<file path="config.mk">
export PLATFORM = sky130hd
export DESIGN_NAME = bp_cce_cfg_link_responder
export DESIGN_NICKNAME = d
export VERILOG_FILES = /design/src/rtl/bp_cce_cfg_link_responder.sv
export SDC_FILE = /design/constraint.sdc
export NUM_CORES = 1
export LEC_CHECK = 0
export ABC_AREA = 1
export BUFFER_PORTS_ARGS = -buffer_cell sky130_fd_sc_hd__buf_2
export CORE_MARGIN = 2
export CORE_UTILIZATION = 30
export CTS_CLUSTER_SIZE = 8
export DETAILED_ROUTE_END_ITERATION = 6
export GPL_ROUTABILITY_DRIVEN = 0
export SLEW_MARGIN = 40
export SYNTH_ARGS = -nofsm -noshare
export SYNTH_HDL_FRONTEND = slang
export SYNTH_SLANG_ARGS = --single-unit
</file>
<file path="constraint.sdc">
create_clock -name clk_i -period 1.7 [get_ports clk_i]
set_input_delay 0.17 -clock clk_i [delete_from_list [all_inputs] [get_ports clk_i]]
set_output_delay 0.17 -clock clk_i [all_outputs]
set_load 0.005 [all_outputs]
</file>
<file path="src/rtl/bp_cce_cfg_link_responder.sv">
// bp_cce_cfg_link_responder: config link target owning CCE mode, error flag, write count and instruction RAM writes
module bp_cce_cfg_link_responder #(
  parameter int cfg_link_addr_width_p = 16,
  parameter int cfg_link_data_width_p = 32,
  parameter int inst_width_p = 48,
  parameter int inst_ram_addr_width_p = 8,
  parameter int inst_ram_els_p = 256,
  localparam int addr_w = cfg_link_addr_width_p - 1
) (
  input  logic clk_i,
  input  logic reset_i,
  input  logic freeze_i,
  input  logic [addr_w-1:0] config_addr_i,
  input  logic [cfg_link_data_width_p-1:0] config_data_i,
  input  logic config_v_i,
  input  logic config_w_i,
  output logic config_ready_o,
  output logic [cfg_link_data_width_p-1:0] config_data_o,
  output logic config_v_o,
  input  logic config_ready_i,
  output logic inst_ram_v_o,
  output logic inst_ram_w_o,
  output logic [inst_ram_addr_width_p-1:0] inst_ram_addr_o,
  output logic [inst_width_p-1:0] inst_ram_data_o,
  input  logic [inst_width_p-1:0] inst_ram_data_i,
  output logic cce_mode_o
);
  localparam int idx_w = inst_ram_addr_width_p;
  localparam logic [idx_w:0] els_l = (idx_w+1)'(inst_ram_els_p);
  typedef enum logic [1:0] {IDLE, RAM_WAIT, RESP} state_e;
  state_e state;
  logic mode_r, err_r, hold_v_r, half_r;
  logic [15:0] wcount_r;
  logic [31:0] hold_data_r, resp_data_r, reg_rd;
  logic [idx_w-1:0] hold_idx_r, idx;
  logic acc, inst_sel, legal, hi, pair_ok;
  logic [63:0] ram_ext;
  always_comb begin
    acc = config_v_i & config_ready_o & ~reset_i;
    inst_sel = config_addr_i[addr_w-1];
    idx = config_addr_i[idx_w:1];
    hi = config_addr_i[0];
    legal = freeze_i & ({1'b0, idx} < els_l);
    pair_ok = hold_v_r & (hold_idx_r == idx);
    inst_ram_v_o = acc & inst_sel & legal & (~config_w_i | (hi & pair_ok));
    inst_ram_w_o = inst_ram_v_o & config_w_i;
    inst_ram_addr_o = inst_ram_v_o ? idx : '0;
    inst_ram_data_o = inst_ram_w_o ? {config_data_i[inst_width_p-33:0], hold_data_r} : '0;
    ram_ext = 64'(inst_ram_data_i);
    reg_rd = (config_addr_i == addr_w'(0)) ? {31'b0, mode_r}
           : (config_addr_i == addr_w'(1)) ? {31'b0, err_r}
           : (config_addr_i == addr_w'(2)) ? {16'b0, wcount_r} : '0;
  end
  assign config_ready_o = (state == IDLE);
  assign config_v_o = (state == RESP);
  assign config_data_o = resp_data_r;
  assign cce_mode_o = mode_r;
  always_ff @(posedge clk_i) begin
    if (reset_i) begin
      state <= IDLE;
      mode_r <= 1'b0;
      err_r <= 1'b0;
      hold_v_r <= 1'b0;
      half_r <= 1'b0;
      wcount_r <= '0;
      hold_data_r <= '0;
      hold_idx_r <= '0;
      resp_data_r <= '0;
    end else begin
      case (state)
        IDLE: if (acc) begin
          if (!inst_sel) begin
            if (config_w_i) begin
              if (config_addr_i == addr_w'(0)) mode_r <= config_data_i[0];
              if (config_addr_i == addr_w'(1) && config_data_i[0]) err_r <= 1'b0;
            end else begin
              resp_data_r <= reg_rd;
              state <= RESP;
            end
          end else if (!legal) begin
            err_r <= 1'b1;
            if (!config_w_i) begin
              resp_data_r <= '0;
              state <= RESP;
            end
          end else if (!config_w_i) begin
            half_r <= hi;
            state <= RAM_WAIT;
          end else if (!hi) begin
            hold_data_r <= config_data_i;
            hold_idx_r <= idx;
            hold_v_r <= 1'b1;
          end else if (pair_ok) begin
            hold_v_r <= 1'b0;
            wcount_r <= wcount_r + 16'd1;
          end else err_r <= 1'b1;
        end
        RAM_WAIT: begin
          resp_data_r <= half_r ? ram_ext[63:32] : ram_ext[31:0];
          state <= RESP;
        end
        RESP: if (config_ready_i) state <= IDLE;
        default: state <= IDLE;
      endcase
    end
  end
endmodule
</file>
==> run_summary.xml, run 1 <==
<?xml version="1.0" encoding="UTF-8"?>
<metrics>
  <group name="setup_path">
    <metric name="path_cells" unit="">inv_1, nand2_1, nand2_1, nor2_1, nand3b_1, nor2_4, nand3_4, clkbuf_16, nor2_1, buf_2</metric>
    <metric name="crit_fanout" unit="">24</metric>
    <metric name="worst_setup_path_start_kind" unit="">flip-flop</metric>
    <metric name="crit_path_required_time" unit="ns">1.53</metric>
    <metric name="critical-path-slowest-cell" unit="">sky130_fd_sc_hd__dfxtp_2</metric>
    <metric name="critPathArrivalTime" unit="ns">1.80</metric>
    <metric name="setup.worst_path.end_class" unit="">output port</metric>
    <metric name="worst_path_largest_cell_delay" unit="ns">0.33</metric>
    <metric name="worstSetupPathType" unit="">flip-flop to output port</metric>
  </group>
  <group name="power_and_ir_drop">
    <metric name="power.share.switching" unit="%">24.67</metric>
    <metric name="report.power.total" unit="uW">4997</metric>
    <metric name="netsw" unit="uW">1233</metric>
    <metric name="power_leakage" unit="uW">0.003217</metric>
    <metric name="max_ir_drop_vdd" unit="mV">0.4616</metric>
    <metric name="p_clk_share" unit="%">44.3</metric>
    <metric name="seq_power_share" unit="%">45.4</metric>
    <metric name="powerDensity" unit="nW/um2">737.4</metric>
    <metric name="combPwrFrac" unit="%">10.3</metric>
    <metric name="internal_power" unit="uW">3764</metric>
  </group>
  <group name="routing">
    <metric name="drt-pass1-iter-count" unit="">5</metric>
    <metric name="drtIter0Drc" unit="">225</metric>
    <metric name="detail-route-antenna-nets" unit="">0</metric>
    <metric name="total_wirelength" unit="um">15280</metric>
    <metric name="wl_per_cell" unit="um">12.96</metric>
    <metric name="detail_route.vias_per_cell" unit="">4.612</metric>
    <metric name="drc" unit="">0</metric>
    <metric name="routed_vias" unit="">5438</metric>
  </group>
  <group name="floorplan">
    <metric name="die_x" unit="um">131.6</metric>
    <metric name="chipHeight" unit="um">131.6</metric>
    <metric name="count_of_pins_on_the_block_boundary" unit="">194</metric>
    <metric name="dieArea" unit="um2">17310</metric>
    <metric name="standard_cell_core_area" unit="um2">15890</metric>
    <metric name="floorplan.rows" unit="">46</metric>
    <metric name="initial_utilization" unit="%">30.74</metric>
  </group>
  <group name="logic_synthesis">
    <metric name="netlist-cell-type-count" unit="">32</metric>
    <metric name="synth_top_area_share" unit="%">38.53</metric>
    <metric name="synthDominantAreaCellType" unit="">sky130_fd_sc_hd__dfxtp_1</metric>
    <metric name="syn-cell-area" unit="um2">4883</metric>
    <metric name="synth_nets" unit="">847</metric>
    <metric name="synth_seq_cells" unit="">94</metric>
    <metric name="synth_top_cells_by_area" unit="">sky130_fd_sc_hd__dfxtp_1, sky130_fd_sc_hd__nor2_1, sky130_fd_sc_hd__nand2_1, sky130_fd_sc_hd__a21oi_1, sky130_fd_sc_hd__inv_1</metric>
    <metric name="yosysWarningCount" unit="">0</metric>
    <metric name="synthesis.instances" unit="">745</metric>
    <metric name="mean_instance_size_in_the_synthesized_netlist" unit="um2">6.555</metric>
    <metric name="yosysSeqAreaShare" unit="%">38.53</metric>
  </group>
  <group name="status">
    <metric name="outcome" unit="">finished with violations</metric>
    <metric name="violations_in_the_final_reports" unit="">setup timing</metric>
  </group>
  <group name="finish">
    <metric name="fillerInstances" unit="">1675</metric>
    <metric name="finish.net_count" unit="">1060</metric>
    <metric name="syn2layout_area_growth" unit="%">38.77</metric>
    <metric name="final_core_util" unit="%">42.66</metric>
    <metric name="share_of_cells_above_drive_strength_1" unit="%">31.67</metric>
    <metric name="num_antenna_cells" unit="">0</metric>
  </group>
  <group name="place">
    <metric name="dpl.hpwl" unit="um">11160</metric>
    <metric name="dpl_ws" unit="ns">0.04725</metric>
    <metric name="io_buffer_count" unit="">193</metric>
  </group>
  <group name="clock_tree">
    <metric name="ctsHoldBuffers" unit="">0</metric>
    <metric name="cts_buffer_count" unit="">9</metric>
    <metric name="htree_num_levels" unit="">3</metric>
    <metric name="cts-root-buf" unit="">sky130_fd_sc_hd__clkbuf_16</metric>
    <metric name="clockBufferDepth" unit="">2</metric>
    <metric name="clock_tree_from_tritoncts" unit="">built</metric>
    <metric name="clk-insertion-delay-late" unit="ns">0.35</metric>
    <metric name="cts_sinks" unit="">94</metric>
    <metric name="cts.clk_slew.worst_paths" unit="ns">0.07</metric>
  </group>
  <group name="timing">
    <metric name="clock_skew" unit="ns">0.008071</metric>
    <metric name="setup_repair_after_global_routing_missed_its_margin" unit="">true</metric>
    <metric name="slew_headroom" unit="%">60.78</metric>
    <metric name="worst_margin_pin_slew" unit="ns">0.5884</metric>
    <metric name="whs" unit="ns">0.06611</metric>
    <metric name="timing.final.setup_violations" unit="">59</metric>
    <metric name="period_utilization_post_route" unit="%">116.1</metric>
    <metric name="fmaxAchievable" unit="GHz">0.5066</metric>
    <metric name="finalSetupTns" unit="ns">-13.33</metric>
    <metric name="report.final.hold_viol_count" unit="">0</metric>
    <metric name="drv_slew" unit="">0</metric>
    <metric name="final.setup.worst_slack" unit="ns">-0.2739</metric>
    <metric name="final.min_clock_period" unit="ns">1.974</metric>
  </group>
  <group name="global_route">
    <metric name="first_global_vias" unit="">5086</metric>
    <metric name="gr-usage-all-layers" unit="%">17.38</metric>
    <metric name="gr-total-overflow" unit="">0</metric>
    <metric name="grt_first_pass_wirelength" unit="um">24940</metric>
    <metric name="antenna_violations_before_repair" unit="">1</metric>
    <metric name="grt_max_degree" unit="">80</metric>
  </group>
  <group name="worst_hold_path">
    <metric name="worstHoldPathType" unit="">primary input to flip-flop</metric>
  </group>
  <group name="flow_run">
    <metric name="cap_violations" unit="">0</metric>
  </group>
</metrics>
## power groups by stage
| stage | sequential, uW | clock (uW) | combinational [uW] |
|---|---|---|---|
| final | 2270 | 2220 | 515 |
| after global routing | 2270 | 2370 | 582 |
| after CTS | 2270 | 2280 | 514 |
| after detailed placement | 2320 | 0 | 505 |
| after global placement | 2310 | 0 | 505 |
| after floorplan | 2320 | 0 | 238 |
## sequential cells by signal, summed over array words and instances (netlist names)
signal and count:
config_data_o 32, half_r 1, state 2, hold_idx_r 8, hold_data_r 32, hold_v_r 1
err_r 1, cce_mode_o 1, wcount_r 16
## layout make-up
class / instances / area (um2) / share of cell area, %
clock buffers: 10 / 229.0 / 3.379
clock inverters: 6 / 91.34 / 1.348
inverters: 103 / 391.6 / 5.779
multi-input cells: 511 / 2526 / 37.28
flip-flops and latches: 94 / 1889 / 27.88
well taps: 216 / 270.3 / 3.988
repair buffers: 239 / 1379 / 20.35
## cells in the mapped netlist, drive strengths merged
| cell | n |
|---|---|
| nor2 | 130 |
| nand2 | 129 |
| inv | 102 |
| dfxtp | 94 |
| a21oi | 93 |
| o21ai | 63 |
| nand3 | 34 |
| nand4 | 24 |
| clkbuf | 19 |
| buf | 18 |
| a22oi | 15 |
| nor3 | 8 |
| xor2 | 4 |
| nand3b | 3 |
| xnor2 | 3 |
| nor4 | 2 |
| clkinv | 1 |
| ha | 1 |
| o211ai | 1 |
| o31ai | 1 |
## metal layers
metal | GRT usage [%] | part of all wire, % | up-vias
li1 | - | - | 2837
met1 | 21.95 | 45 | 2399
met2 | 30.16 | 48 | 188
met3 | 4.128 | 6.7 | 12
met4 | 3.502 | 0.86 | 2
met5 | 0 | 0.085 | -
## critical path: cells and delay by family (launching register included)
| family | cells | cell delay [ns] |
|---|---|---|
| buf+inv | 3 | 0.39 |
| flops | 1 | 0.33 |
| simple gates | 7 | 0.73 |
## cells by family (layout without fill, tap and decap cells)
logic type                 Yosys count  after routing  synth area share [%]
and+or+nand+nor                    330            330                 29.82
DFF                                 94             94                 38.53
adders and majority gates            1              1                0.2562
buffers and inverters              140            358                 11.53
AOI/OAI and AO/OA                  173            173                 18.60
xor gates and xnor gates             7              7                 1.255
## through the flow
step / instance area, um2 / instances
CTS: 6693 / 1178
global placement: 6279 / 1155
detailed placement: 6279 / 1155
global route: 6777 / 1179
floorplan: 4883 / 745
finish: 6777 / 1179
## path summary, 6_finish.rpt
check	from	depth (start not counted)	slack, ns	to
worst max-delay path	hold_idx_r[2]	10	-0.27	inst_ram_data_o[20]
worst min-delay path	inst_ram_data_i[22]	3	0.07	config_data_o[22]
worst max register to register	hold_idx_r[7]	17	-0.20	err_r
worst min register to register	hold_data_r[11]	2	0.46	hold_data_r[11]
## cells in the final DEF (no fill, tap or decap), types with 4 or more instances in the layout
| cell | instances |
|---|---|
| sky130_fd_sc_hd__a22oi_1 | 15 |
| sky130_fd_sc_hd__dfxtp_1 | 88 |
| sky130_fd_sc_hd__nand2_2 | 5 |
| sky130_fd_sc_hd__clkbuf_16 | 10 |
| sky130_fd_sc_hd__nor3_1 | 7 |
| sky130_fd_sc_hd__dfxtp_2 | 6 |
| sky130_fd_sc_hd__nor2_2 | 13 |
| sky130_fd_sc_hd__inv_2 | 10 |
| sky130_fd_sc_hd__nand2_1 | 121 |
| sky130_fd_sc_hd__buf_2 | 193 |
| sky130_fd_sc_hd__nand3_1 | 31 |
| sky130_fd_sc_hd__o21ai_0 | 61 |
| sky130_fd_sc_hd__buf_12 | 4 |
| sky130_fd_sc_hd__inv_1 | 90 |
| sky130_fd_sc_hd__nor2_1 | 114 |
| sky130_fd_sc_hd__nand4_1 | 23 |
| sky130_fd_sc_hd__a21oi_1 | 91 |
| sky130_fd_sc_hd__buf_4 | 41 |
| sky130_fd_sc_hd__xor2_1 | 4 |
## what timing repair did
item | 4_1_cts | 5_1_grt
gates resized for setup | 21 | 20
pin swaps | 5 | 5
setup endpoints to repair | 58 | 81
cloned | 0 | 1
buffers inserted | 7 | 0
Power figures use the tool's default switching activity.
==> inputs of run 2 (changes only) <==
--- a/config.mk
+++ b/config.mk
@@ -9,2 +9,3 @@
 export BUFFER_PORTS_ARGS = -buffer_cell sky130_fd_sc_hd__buf_2
+export CORE_ASPECT_RATIO = 1.5
 export CORE_MARGIN = 2
==> constraint.sdc (replaced) <==
create_clock -name clk_i -period 1.7 [get_ports clk_i]
set_input_delay 0.085 -clock clk_i [delete_from_list [all_inputs] [get_ports clk_i]]
set_output_delay 0.085 -clock clk_i [all_outputs]
set_load 0.005 [all_outputs]
==> run 2 against run 1 <==
The flow still finishes with violations (setup timing). Global-route usage grew 0.60 points. Sequential power is essentially flat. Critical path depth is the same. Critical path type unchanged.
==> run_summary.xml, run 2 (synthesis gave the netlist of run 1 again) <==
<?xml version="1.0" encoding="UTF-8"?>
<metrics>
  <group name="power_and_ir_drop">
    <metric name="report.power.total" unit="uW">5044</metric>
    <metric name="power_leakage" unit="uW">0.003312</metric>
    <metric name="max_ir_drop_vdd" unit="mV">0.3587</metric>
    <metric name="powerDensity" unit="nW/um2">720.2</metric>
  </group>
  <group name="setup_path">
    <metric name="crit_fanout" unit="">49</metric>
    <metric name="path_cells" unit="">inv_2, nand2_4, nand2_2, nor2_1, nand3b_1, nor2_2, nand3_2, buf_12, nor2_1, buf_2</metric>
    <metric name="crit_path_required_time" unit="ns">1.62</metric>
    <metric name="r2r_slack" unit="ns">0.05</metric>
    <metric name="regToRegStartpoint" unit="">hold_idx_r[5]</metric>
    <metric name="r2r_path_end" unit="">wcount_r[4]</metric>
    <metric name="worst_setup_path_start_kind" unit="">flip-flop</metric>
    <metric name="path_common_cell" unit="">sky130_fd_sc_hd__nor2_1</metric>
    <metric name="worst_path_largest_cell_delay" unit="ns">0.35</metric>
    <metric name="ff2ff_path_depth" unit="">10</metric>
    <metric name="critical-path-slowest-cell" unit="">sky130_fd_sc_hd__dfxtp_2</metric>
    <metric name="critPathArrivalTime" unit="ns">1.77</metric>
    <metric name="setup.worst_path.end_class" unit="">output port</metric>
    <metric name="worstSetupPathType" unit="">flip-flop to output port</metric>
    <metric name="timing.critical_path.from" unit="">hold_idx_r[5]</metric>
  </group>
  <group name="timing">
    <metric name="whs" unit="ns">0.03383</metric>
    <metric name="drv_slew" unit="">0</metric>
    <metric name="final.min_clock_period" unit="ns">1.855</metric>
    <metric name="report.final.hold_viol_count" unit="">0</metric>
    <metric name="worst_margin_pin_slew" unit="ns">0.6105</metric>
    <metric name="timing.final.setup_violations" unit="">57</metric>
    <metric name="period_utilization_post_route" unit="%">109.1</metric>
    <metric name="slew_headroom" unit="%">59.30</metric>
    <metric name="clock_skew" unit="ns">0.007066</metric>
    <metric name="setup_repair_after_global_routing_missed_its_margin" unit="">true</metric>
    <metric name="final.setup.worst_slack" unit="ns">-0.1547</metric>
    <metric name="fmaxAchievable" unit="GHz">0.5392</metric>
    <metric name="finalSetupTns" unit="ns">-6.511</metric>
  </group>
  <group name="clock_tree">
    <metric name="clk-insertion-delay-late" unit="ns">0.34</metric>
    <metric name="cts_buffer_count" unit="">9</metric>
    <metric name="clockBufferDepth" unit="">2</metric>
    <metric name="cts-root-buf" unit="">sky130_fd_sc_hd__clkbuf_16</metric>
    <metric name="clock_tree_from_tritoncts" unit="">built</metric>
    <metric name="cts_sinks" unit="">94</metric>
    <metric name="htree_num_levels" unit="">3</metric>
    <metric name="cts.clk_slew.worst_paths" unit="ns">0.07</metric>
  </group>
  <group name="routing">
    <metric name="wl_per_cell" unit="um">13.58</metric>
    <metric name="detail_route.vias_per_cell" unit="">4.742</metric>
    <metric name="drc" unit="">0</metric>
    <metric name="drt-pass1-iter-count" unit="">4</metric>
    <metric name="detail-route-antenna-nets" unit="">0</metric>
    <metric name="routed_vias" unit="">5615</metric>
    <metric name="total_wirelength" unit="um">16080</metric>
    <metric name="drtIter0Drc" unit="">322</metric>
  </group>
  <group name="finish">
    <metric name="num_antenna_cells" unit="">0</metric>
    <metric name="layout_common_cells" unit="">sky130_fd_sc_hd__buf_2, sky130_fd_sc_hd__nor2_1, sky130_fd_sc_hd__nand2_1</metric>
    <metric name="area_of_the_multi_input_gates" unit="um2">2562</metric>
    <metric name="syn2layout_area_growth" unit="%">43.43</metric>
    <metric name="share_of_cells_above_drive_strength_1" unit="%">32.00</metric>
    <metric name="seqCellArea" unit="um2">1892</metric>
    <metric name="finish.net_count" unit="">1075</metric>
    <metric name="number_of_standard_cells_in_the_layout_taps_in_and_fillers_out" unit="">1184</metric>
    <metric name="fillerInstances" unit="">1715</metric>
    <metric name="mostFrequentLayoutCell" unit="">sky130_fd_sc_hd__buf_2</metric>
  </group>
  <group name="floorplan">
    <metric name="count_of_pins_on_the_block_boundary" unit="">194</metric>
    <metric name="dieArea" unit="um2">17340</metric>
    <metric name="floorplan.rows" unit="">57</metric>
    <metric name="chipHeight" unit="um">160.3</metric>
    <metric name="initial_utilization" unit="%">30.43</metric>
    <metric name="die_x" unit="um">108.2</metric>
    <metric name="standard_cell_core_area" unit="um2">16050</metric>
  </group>
  <group name="global_route">
    <metric name="gr-total-overflow" unit="">0</metric>
    <metric name="grt_max_degree" unit="">80</metric>
    <metric name="first_global_vias" unit="">5270</metric>
    <metric name="antenna_violations_before_repair" unit="">0</metric>
    <metric name="gr-usage-all-layers" unit="%">17.98</metric>
    <metric name="grt_first_pass_wirelength" unit="um">25050</metric>
  </group>
  <group name="flow_run">
    <metric name="cap_violations" unit="">0</metric>
  </group>
  <group name="status">
    <metric name="outcome" unit="">finished with violations</metric>
    <metric name="violations_in_the_final_reports" unit="">setup timing</metric>
  </group>
  <group name="place">
    <metric name="dpl.hpwl" unit="um">11290</metric>
    <metric name="dpl_ws" unit="ns">0.01423</metric>
    <metric name="numPlacedInstances" unit="">1140</metric>
    <metric name="io_buffer_count" unit="">193</metric>
  </group>
  <group name="worst_hold_path">
    <metric name="holdPathStages" unit="">3</metric>
    <metric name="worstHoldPathType" unit="">primary input to flip-flop</metric>
    <metric name="min_delay_worst_endpoint" unit="">hold_data_r[19]</metric>
    <metric name="hold_start" unit="">config_data_i[19]</metric>
  </group>
</metrics>
==> run 2: changes by cell type in the layout (fill, tap and decap cells not counted), moves of 2 or more <==
cell                            previous run  this run
sky130_fd_sc_hd__buf_4                    41        35
sky130_fd_sc_hd__buf_6                     0         2
sky130_fd_sc_hd__dfxtp_1                  88        86
sky130_fd_sc_hd__dfxtp_2                   6         8
sky130_fd_sc_hd__dlygate4sd3_1             0        16
sky130_fd_sc_hd__inv_6                     3         1
sky130_fd_sc_hd__nand2_1                 121       112
sky130_fd_sc_hd__nand2_2                   5        13
sky130_fd_sc_hd__nor2_2                   13         9
sky130_fd_sc_hd__nor2_4                    2         5
==> run 2: worst max path at each step <==
stage / endpoint / slack (ns) / cells after the start
2_1_floorplan: hold_data_r[10] / 0.26 / 9
3_3_place_gp: inst_ram_addr_o[0] / -0.01 / 10
3_5_place_dp: inst_ram_addr_o[0] / 0.01 / 10
4_1_cts: inst_ram_data_o[11] / -0.16 / 10
5_1_grt: inst_ram_data_o[38] / -0.28 / 10
6_report: inst_ram_data_o[11] / -0.15 / 10
==> run 2: final cells by class <==
| type | instances | share of cell area (%) |
|---|---|---|
| clock buffers | 11 | 3.466 |
| repair buffers | 254 | 22.51 |
| clock inverters | 5 | 1.161 |
| flip-flops and latches | 94 | 27.01 |
| inverters | 103 | 5.591 |
| well taps | 206 | 3.680 |
| multi-input cells | 511 | 36.58 |
==> run 2: layer usage <==
| layer | track usage [%] | routed length, um | vias to the layer above |
|---|---|---|---|
| li1 | - | - | 2863 |
| met1 | 19.80 | 6454 | 2548 |
| met2 | 33.10 | 8279 | 178 |
| met3 | 3.592 | 950 | 26 |
| met4 | 6.993 | 397 | 0 |
| met5 | 0 | 0 | - |
==> run 2: worst max-delay path: cells and delay by family, from the launching register on <==
kind                   cells  cell delay, ns
flip-flops                 1            0.35
buffers and inverters      3            0.37
AND/OR/NAND/NOR            7            0.69
==> run 2: what timing repair did <==
action,4_1_cts,5_1_grt
hold endpoints to repair,16,0
hold buffers,16,0
cloned,0,2
resized for setup,29,30
setup endpoints to repair,58,93
buffers inserted,12,4
pin swaps,7,9
==> run 2: power by group <==
| part | switching, uW | leakage, uW | internal [uW] | total [uW] |
|---|---|---|---|---|
| clock network | 883 | 0.000156 | 1330 | 2220 |
| logic | 320 | 0.00239 | 242 | 561 |
| registers | 18.9 | 0.000764 | 2250 | 2270 |
| total | 1220 | 0.00331 | 3820 | 5040 |
==> run 2: stage by stage <==
stage	cell area, um2	util, %
global placement	6241	38.89
floorplan	4883	-
CTS	6870	42.81
global route	7004	43.65
finish	7004	43.65
detailed placement	6241	38.89
